==> config.mk <==
export PLATFORM = sky130hd
export DESIGN_NAME = fwd_hazard_unit
export DESIGN_NICKNAME = d
export VERILOG_FILES = /design/src/rtl/core_pipe_pkg.sv /design/src/rtl/fwd_match_cell.sv /design/src/rtl/fwd_hazard_unit.sv
export SDC_FILE = /design/constraint.sdc
export NUM_CORES = 1
export LEC_CHECK = 0
export BUFFER_PORTS_ARGS = -buffer_cell sky130_fd_sc_hd__clkbuf_2
export CAP_MARGIN = 20
export CORE_MARGIN = 2
export CORE_UTILIZATION = 52
export CTS_CLUSTER_SIZE = 16
export DETAILED_ROUTE_END_ITERATION = 8
export PLACE_DENSITY = 0.79
export REMOVE_ABC_BUFFERS = 1
export SETUP_SLACK_MARGIN = 0.4
export SLEW_MARGIN = 25
export SYNTH_ARGS = -nofsm -noshare
export SYNTH_HDL_FRONTEND = slang
export SYNTH_SLANG_ARGS = --single-unit
==> constraint.sdc <==
create_clock -name clk -period 2.6 [get_ports clk]
set_input_delay 0.26 -clock clk [delete_from_list [all_inputs] [get_ports clk]]
set_output_delay 0.26 -clock clk [all_outputs]
set_load 0.005 [all_outputs]
==> src/rtl/core_pipe_pkg.sv <==
// Shared pipeline definitions for the forwarding/hazard logic.
// Defines the regfile select code and the default register-index width.
package core_pipe_pkg;

  localparam int DEF_REG_INDEX_BIT_WIDTH = 4;
  localparam int FWD_SEL_REGFILE         = 0;

endpackage

==> src/rtl/fwd_match_cell.sv <==
// Compares one scoreboard entry against one decode operand.
// load_hit flags a match on a load that is still too young to forward.
module fwd_match_cell #(
  parameter int RIW                = 4,
  parameter bit ZERO_REG_HARDWIRED = 1'b0,
  parameter bit IN_LOAD_WINDOW     = 1'b0
) (
  input  logic           valid,
  input  logic           wrt_en,
  input  logic [RIW-1:0] dr,
  input  logic           is_load,
  input  logic [RIW-1:0] src_ind,
  input  logic           src_used,
  output logic           match,
  output logic           load_hit
);

  logic zero_block;

  // A hardwired r0 never produces a dependence, whatever is in flight.
  assign zero_block = ZERO_REG_HARDWIRED && (src_ind == '0);
  assign match      = valid & wrt_en & src_used & (dr == src_ind) & ~zero_block;
  assign load_hit   = match & is_load & IN_LOAD_WINDOW;

endmodule

==> src/rtl/fwd_hazard_unit.sv <==
// Scoreboard of in-flight destinations past EX: picks the youngest forwarding
// source per decode operand and stalls decode on load-use dependences.
module fwd_hazard_unit
  import core_pipe_pkg::*;
#(
  parameter int REG_INDEX_BIT_WIDTH = DEF_REG_INDEX_BIT_WIDTH,
  parameter int STAGES              = 2,
  parameter int LOAD_LAT            = 1,
  parameter int ZERO_REG_HARDWIRED  = 0,
  parameter int SEL_W               = $clog2(STAGES + 1),
  parameter int CNT_W               = 32
) (
  input  logic                           clk,
  input  logic                           reset,
  input  logic [REG_INDEX_BIT_WIDTH-1:0] src1_ind,
  input  logic                           src1_used,
  input  logic [REG_INDEX_BIT_WIDTH-1:0] src2_ind,
  input  logic                           src2_used,
  input  logic                           issue_valid,
  input  logic                           issue_wrt_en,
  input  logic [REG_INDEX_BIT_WIDTH-1:0] issue_dr,
  input  logic                           issue_is_load,
  input  logic                           flush,
  output logic [SEL_W-1:0]               fwd_sel1,
  output logic [SEL_W-1:0]               fwd_sel2,
  output logic                           stall,
  output logic [CNT_W-1:0]               stall_cnt
);

  typedef struct packed {
    logic                           valid;
    logic                           wrt_en;
    logic [REG_INDEX_BIT_WIDTH-1:0] dr;
    logic                           is_load;
  } entry_t;

  entry_t            sb [STAGES];
  logic [STAGES-1:0] match1, match2, hit1, hit2;
  logic              haz1, haz2;

  for (genvar k = 0; k < STAGES; k++) begin : g_cell
    fwd_match_cell #(
      .RIW               (REG_INDEX_BIT_WIDTH),
      .ZERO_REG_HARDWIRED(ZERO_REG_HARDWIRED != 0),
      .IN_LOAD_WINDOW    (k < LOAD_LAT)
    ) u_op1 (
      .valid(sb[k].valid), .wrt_en(sb[k].wrt_en), .dr(sb[k].dr), .is_load(sb[k].is_load),
      .src_ind(src1_ind), .src_used(src1_used), .match(match1[k]), .load_hit(hit1[k])
    );
    fwd_match_cell #(
      .RIW               (REG_INDEX_BIT_WIDTH),
      .ZERO_REG_HARDWIRED(ZERO_REG_HARDWIRED != 0),
      .IN_LOAD_WINDOW    (k < LOAD_LAT)
    ) u_op2 (
      .valid(sb[k].valid), .wrt_en(sb[k].wrt_en), .dr(sb[k].dr), .is_load(sb[k].is_load),
      .src_ind(src2_ind), .src_used(src2_used), .match(match2[k]), .load_hit(hit2[k])
    );
  end

  // Scan oldest to youngest so the youngest match is the one that sticks.
  always_comb begin
    fwd_sel1 = SEL_W'(FWD_SEL_REGFILE);
    haz1     = 1'b0;
    for (int j = STAGES - 1; j >= 0; j--) begin
      if (match1[j]) begin
        fwd_sel1 = SEL_W'(j + 1);
        haz1     = hit1[j];
      end
    end
  end

  always_comb begin
    fwd_sel2 = SEL_W'(FWD_SEL_REGFILE);
    haz2     = 1'b0;
    for (int j = STAGES - 1; j >= 0; j--) begin
      if (match2[j]) begin
        fwd_sel2 = SEL_W'(j + 1);
        haz2     = hit2[j];
      end
    end
  end

  assign stall = (haz1 | haz2) & ~flush;

  // Stalled or flushed decode slots enter the pipe as bubbles.
  always_ff @(posedge clk or negedge reset) begin
    if (!reset) begin
      for (int i = 0; i < STAGES; i++) sb[i] <= '0;
    end else begin
      for (int i = STAGES - 1; i > 0; i--) sb[i] <= sb[i-1];
      if (issue_valid && !stall && !flush)
        sb[0] <= '{1'b1, issue_wrt_en, issue_dr, issue_is_load};
      else
        sb[0] <= '0;
    end
  end

  always_ff @(posedge clk or negedge reset) begin
    if (!reset)
      stall_cnt <= '0;
    else if (stall && (stall_cnt != '1))
      stall_cnt <= stall_cnt + 1'b1;
  end

endmodule

# [Word-level counts from Yosys, hierarchy flattened]
# Index checks and enable logic that the tools add are counted.
[totals] word_cells=41 reg_bits=45 input_bits=20
[classes] addsub=1 n_reduce_logical=5 bitwise_logic=15 eq_ne=5 n_mux=7
[ops] op="$add 32x1->32 const B" count=1
[ops] op="$ne 32x32->1 const B" count=1
[ops] op="$eq 4x4->1" count=4
[ops] op="$and 1x1->1" count=13
[ops] op="$mux 2" count=4
[ops] op="$mux 7" count=1
[ops] op="$logic_and 1x1->1" count=3
[ops] op="$logic_not 1->1" count=2
[ops] op="$mux 1" count=2
[ops] op="$not 1->1" count=1
[ops] op="$or 1x1->1" count=1

# [Longest topological paths before layout]
[logic_depth] depth_word=11 mapped_depth=6 mapped_depth_nobuf=6

# [Modules after synthesis]
# From an unflattened synthesis, not the netlist that was laid out.
[hier_totals] cells_unflattened=208 hier_area_um2=2264.7
[modules_own_cells] mod="fwd_hazard_unit" seq_area_each_um2=1151.1 area_per_inst_um2=2006.9 n_inst=1 cells_each=174
[modules_own_cells] mod="fwd_match_cell at g_cell[1].u_op1 ..." seq_area_each_um2=0.0 area_per_inst_um2=65.1 n_inst=2 cells_each=8
[modules_own_cells] mod="fwd_match_cell at g_cell[0].u_op1 ..." seq_area_each_um2=0.0 area_per_inst_um2=63.8 n_inst=2 cells_each=9

# [Worst setup path before layout]
# OpenSTA, ideal clock, no wires.
[synth_path] path_type="reg2reg" startpoint="register stall_cnt[0]" endpoint="register stall_cnt[1]" slack_ns=0.584 period_less_slack_ns=2.016 arrival_time_ns=1.891 path_stages_with_launch=7 t_required_ns=2.475 n_path_buf=0 setup_time_ns=0.125 cell_sequence="dfrtp_1 -> ha_1 -> nand3_1 -> nor4_2 -> nand4b_1 -> nand2_1 -> mux2_2"
[synth_via] elab_chain_len=2 word_cells_on_any_way=3
[synth_lines] item="start: declaration" line="fwd_hazard_unit.sv:27" source="output logic [CNT_W-1:0] stall_cnt"
[synth_lines] item="start signal: assignment" line="fwd_hazard_unit.sv:102" source="stall_cnt <= stall_cnt + 1'b1;"
[synth_lines] item="parallel branches: the longest is 2 deep, another holds $add 32x1->32"
# Several ways; the timed one is not identified.
# A chain may end at the register's enable or synchronous reset.

# [Worst setup path after layout]
[layout_path] startpoint="register sb[10] in the netlist's numbering" endpoint="output port stall"
[layout_via] elab_chain_len=6 word_cells_on_any_way=10
[layout_lines] item="start: declaration" line="fwd_hazard_unit.sv:37" source="entry_t sb [STAGES];"
[layout_lines] item="$eq 4x4->1" line="fwd_match_cell.sv:22" source="assign match = valid & wrt_en & src_used & (dr == src_ind) & ~zero_block;"
[layout_lines] item="$and 1x1->1" line="fwd_match_cell.sv:22"
[layout_lines] item="$and 1x1->1" line="fwd_match_cell.sv:23" source="assign load_hit = match & is_load & IN_LOAD_WINDOW;"
[layout_lines] item="$mux 1 (on tied branches)" line="fwd_hazard_unit.sv:65, fwd_hazard_unit.sv:76"
[layout_lines] item="$or 1x1->1 (*)" line="fwd_hazard_unit.sv:83" source="assign stall = (haz1 | haz2) & ~flush;"
[layout_lines] item="$and 1x1->1 (*)" line="fwd_hazard_unit.sv:83"
[layout_lines] item="end: declaration" line="fwd_hazard_unit.sv:26" source="output logic stall,"
# Every way passes the cells marked *; elsewhere a longest branch is shown, timed or not.

==> summary.md <==
| Metric | Value |
|---|---|
| PD cells | `447 nW/um^2` |
| Tot GR Track Use | `20.8%` |
| Worst Setup End Kind | `primary output` |
| Worst setup SP type | `flop` |
| Drt drc | `0` |
| CTS Root Cell | `clkbuf_8` |
| P&R area growth vs syn | `20.9%` |
| Syn Area/Cell | `10.9 um^2` |
| Unrepaired setup endpoints after global routing | `false` |
| Yosys reg bits | `45` |
| Pre-CTS WS | `just over 0.6 ns` |
| WL/cell | `14.5 um` |
| Max clock buf depth | `2` |
| DR vias/cell | `5.41` |
| Largest net degree at the start of global routing | `46` |
| Synth Instances | `203` |
| Cts bufs inserted | `5` |
| Crit Path Class | `reg -> out` |
| Crit. path cell count | `5` |
| Distinct cells, synth | `28` |
| Largest family of logic cells by synthesized area | `simple AND/OR/NAND/NOR gates` |
| Synth Area in Simple Gates | `24.7%` |
| CTS H-tree depth | `2` |
| CTS tree | `done` |
| Top-count cell post-synth | `xnor2_1` |
| Share of cells above drive strength 1 | `about 29%` |
| Primary FF master, synth | `dfrtp_1` |
| Clk Latency, worst-skew pair | `approximately 0.3 ns` |
| Core area | `4060 um^2` |
| Worst rel slew slack | `55.3%` |
| CP peak stage delay | `0.42 ns` |
| Hold Buf Count CTS | `0` |
| Mapped Area | `2210 um^2` |
| Tmin final | `1.99 ns` |
| Post-detail-place hpwl | `3.49 mm` |
| R2r startpoint | `stall_cnt[0]` |
| Fraction of registers with async set/reset | `100%` |
| Worst-Margin Slew | `roughly 0.67 ns` |
| WP data required | `around 2.3 ns` |
| Final setup fails | `0` |
| Arrival @ worst endpoint | `1.73 ns` |
| Synth top cells by count | `xnor2_1 (47), dfrtp_1 (45), nand3_1 (22)` |
| # port buffers | `between 50 and 60` |
| Status | `completed` |
| Post-synth top area share | `50.9%` |
| Fin. Hold Viols | `0` |
| Reg clk slew, reported paths | `approximately 0.090 ns` |
| Delay-heaviest family, CP | `flip-flops` |
| Synth area leader | `dfrtp_1` |
| Initial Util | `54.5%` |
| Mux cell area share after synthesis | `less than 1%` |
| Post-synthesis sequential area ratio | `50.9%` |
| Critical Path Start | `sb[10]` |
| Slowest-stage cell, CP | `dfrtp_1` |
| Max-Cap Viols | `0` |
| DRT iter0 DRCs | `82` |
| RD Place Congestion | `0.835` |
| Post-Synth Adder-Cell Area | `0.566%` |
| Post-synth EDFFs | `0` |
| Largest cells by area after synthesis | `dfrtp_1 (51%), xnor2_1 (19%), nand4_1 (5.7%), nand3_1 (5.0%), and2_1 (2.8%)` |
| Clock sinks | `45` |
| WP buf/inv | `2` |
| Drt first pass iters | `4` |
| Leakage power | `1.24 nW` |
| Initial antenna violation count | `0` |
| Slew Limit Fails | `0` |
| Num rows | `23` |
| Cells on worst reg2reg path | `6` |
| Worst setup margin | `between 0.6 and 0.7 ns` |
| Total number of vias | `1,715` |
| Peak Freq | `502 MHz` |
| DIE WIDTH | `slightly below 70 um` |
| Diode count | `0` |
| Die area | `roughly 4800 um^2` |
| Crit-path cells | `xnor2_1 -> nand4_1 -> o32ai_4 -> buf_4 -> clkbuf_2` |
| Fin crit share | `76.6%` |
| Drt total wl | `about 4.6 mm` |
| Syn. warnings | `0` |
| Antenna viol nets, final | `0` |
| Top Ports | `57` |
| Clock Skews | `approximately 0.011 ns` |
| R2r setup slk | `roughly 0.63 ns` |
| Setup TNS | `0 ns` |
| Grt total ovfl | `0` |
| Worst Setup EP | `stall` |
| Reg-to-Reg End | `stall_cnt[1]` |
| Synth Area in Compound Gates | `2.43%` |
| Nets | `~290` |
| Vias in the first global route | `roughly 1,700` |
| Crit Path Max Fanout | `7` |
| Die Height | `between 60 and 70 um` |
| First-pass GRT wire length | `about 8 mm` |
| Worst hold path type | `in -> async` |
| Xor/xnor share of the synthesized area | `18.6%` |
| Peak VDD IR | `~0.31 mV` |
==> flip-flops by register name (all words and copies together) (netlist names) <==
name	cells
sb	13
stall_cnt	32
==> stage by stage <==
step / std cells / cell area (um^2) / hold slack, ns / utilization, % / power (mW)
floorplan: 197 / 2180 / -0.0356 / - / 0.755
global placement: 308 / 2570 / 0.367 / 63.3 / 0.793
detailed placement: 308 / 2570 / 0.372 / 63.3 / 0.795
CTS: 316 / 2670 / 0.0388 / 65.7 / 1.22
global route: 317 / 2670 / 0.0841 / 65.9 / 1.25
finish: 317 / 2670 / 0.0287 / 65.9 / 1.20
==> worst min path at each step <==
stage	endpoint	slack, ns
floorplan	sb[10]	-0.04
global placement	stall_cnt[5]	0.37
detailed placement	stall_cnt[9]	0.37
CTS	stall_cnt[7]	0.04
global route	stall_cnt[7]	0.08
finish	sb[7]	0.03
==> kinds of logic after synthesis <==
group,after synthesis
compound gates,6
xor+xnor,47
fa+ha+maj,1
buf+inv,11
flops,45
mux,1
simple gates,92
==> timing repair <==
action	4_1_cts	5_1_grt
endpoints found under the hold margin	0	0
setup buffers	0	1
gates resized for setup	1	0
endpoints found under the setup margin	1	1
pin swaps	0	1
==> where the power goes <==
part / internal, mW / switching, mW
Clock: 0.185 / 0.229
Combinational: 0.0304 / 0.0357
Sequential: 0.708 / 0.00717
Total: 0.923 / 0.272
==> metal layers <==
metal / up-vias / track usage, % / part of all wire [%]
met1: 807 / 28.5 / 46
met4: 0 / 7.84 / 2.0
met3: 8 / 4.65 / 5.1
met5: - / 0 / 0
li1: 845 / - / -
met2: 55 / 32.5 / 47
==> layout by cell type (no fill, tap or decap), drive strengths merged <==
cell type  synthesis  layout
dfrtp             45      45
mux2               1       1
a31oi              1       1
and2              10      10
nand4             22      22
a311oi             1       1
ha                 1       1
clkbuf             4      61
or4                1       1
xnor2             47      47
nor4               2       2
nor2               5       5
nand3b             1       1
buf                2       6
clkinv             0       2
inv                5       5
nand2              8       8
nor3b              1       1
and3              10      10
nand4b             2       2
nor2b              1       1
a211oi             2       2
nor3               4       4
clkinvlp           0       1
o32ai              2       2
and4               2       2
nand2b             1       1
nand3             22      22
==> final cells by class <==
class | count | area [um^2]
timing repair buffer | 62 | 325
clock inverter | 3 | 17.5
clock buffer | 5 | 68.8
multi-input combinational | 147 | 1050
tap | 50 | 62.6
fill | 327 | 1380
sequential | 45 | 1130
inverter | 5 | 18.8
Note: power is estimated with default switching activity, not from simulation.
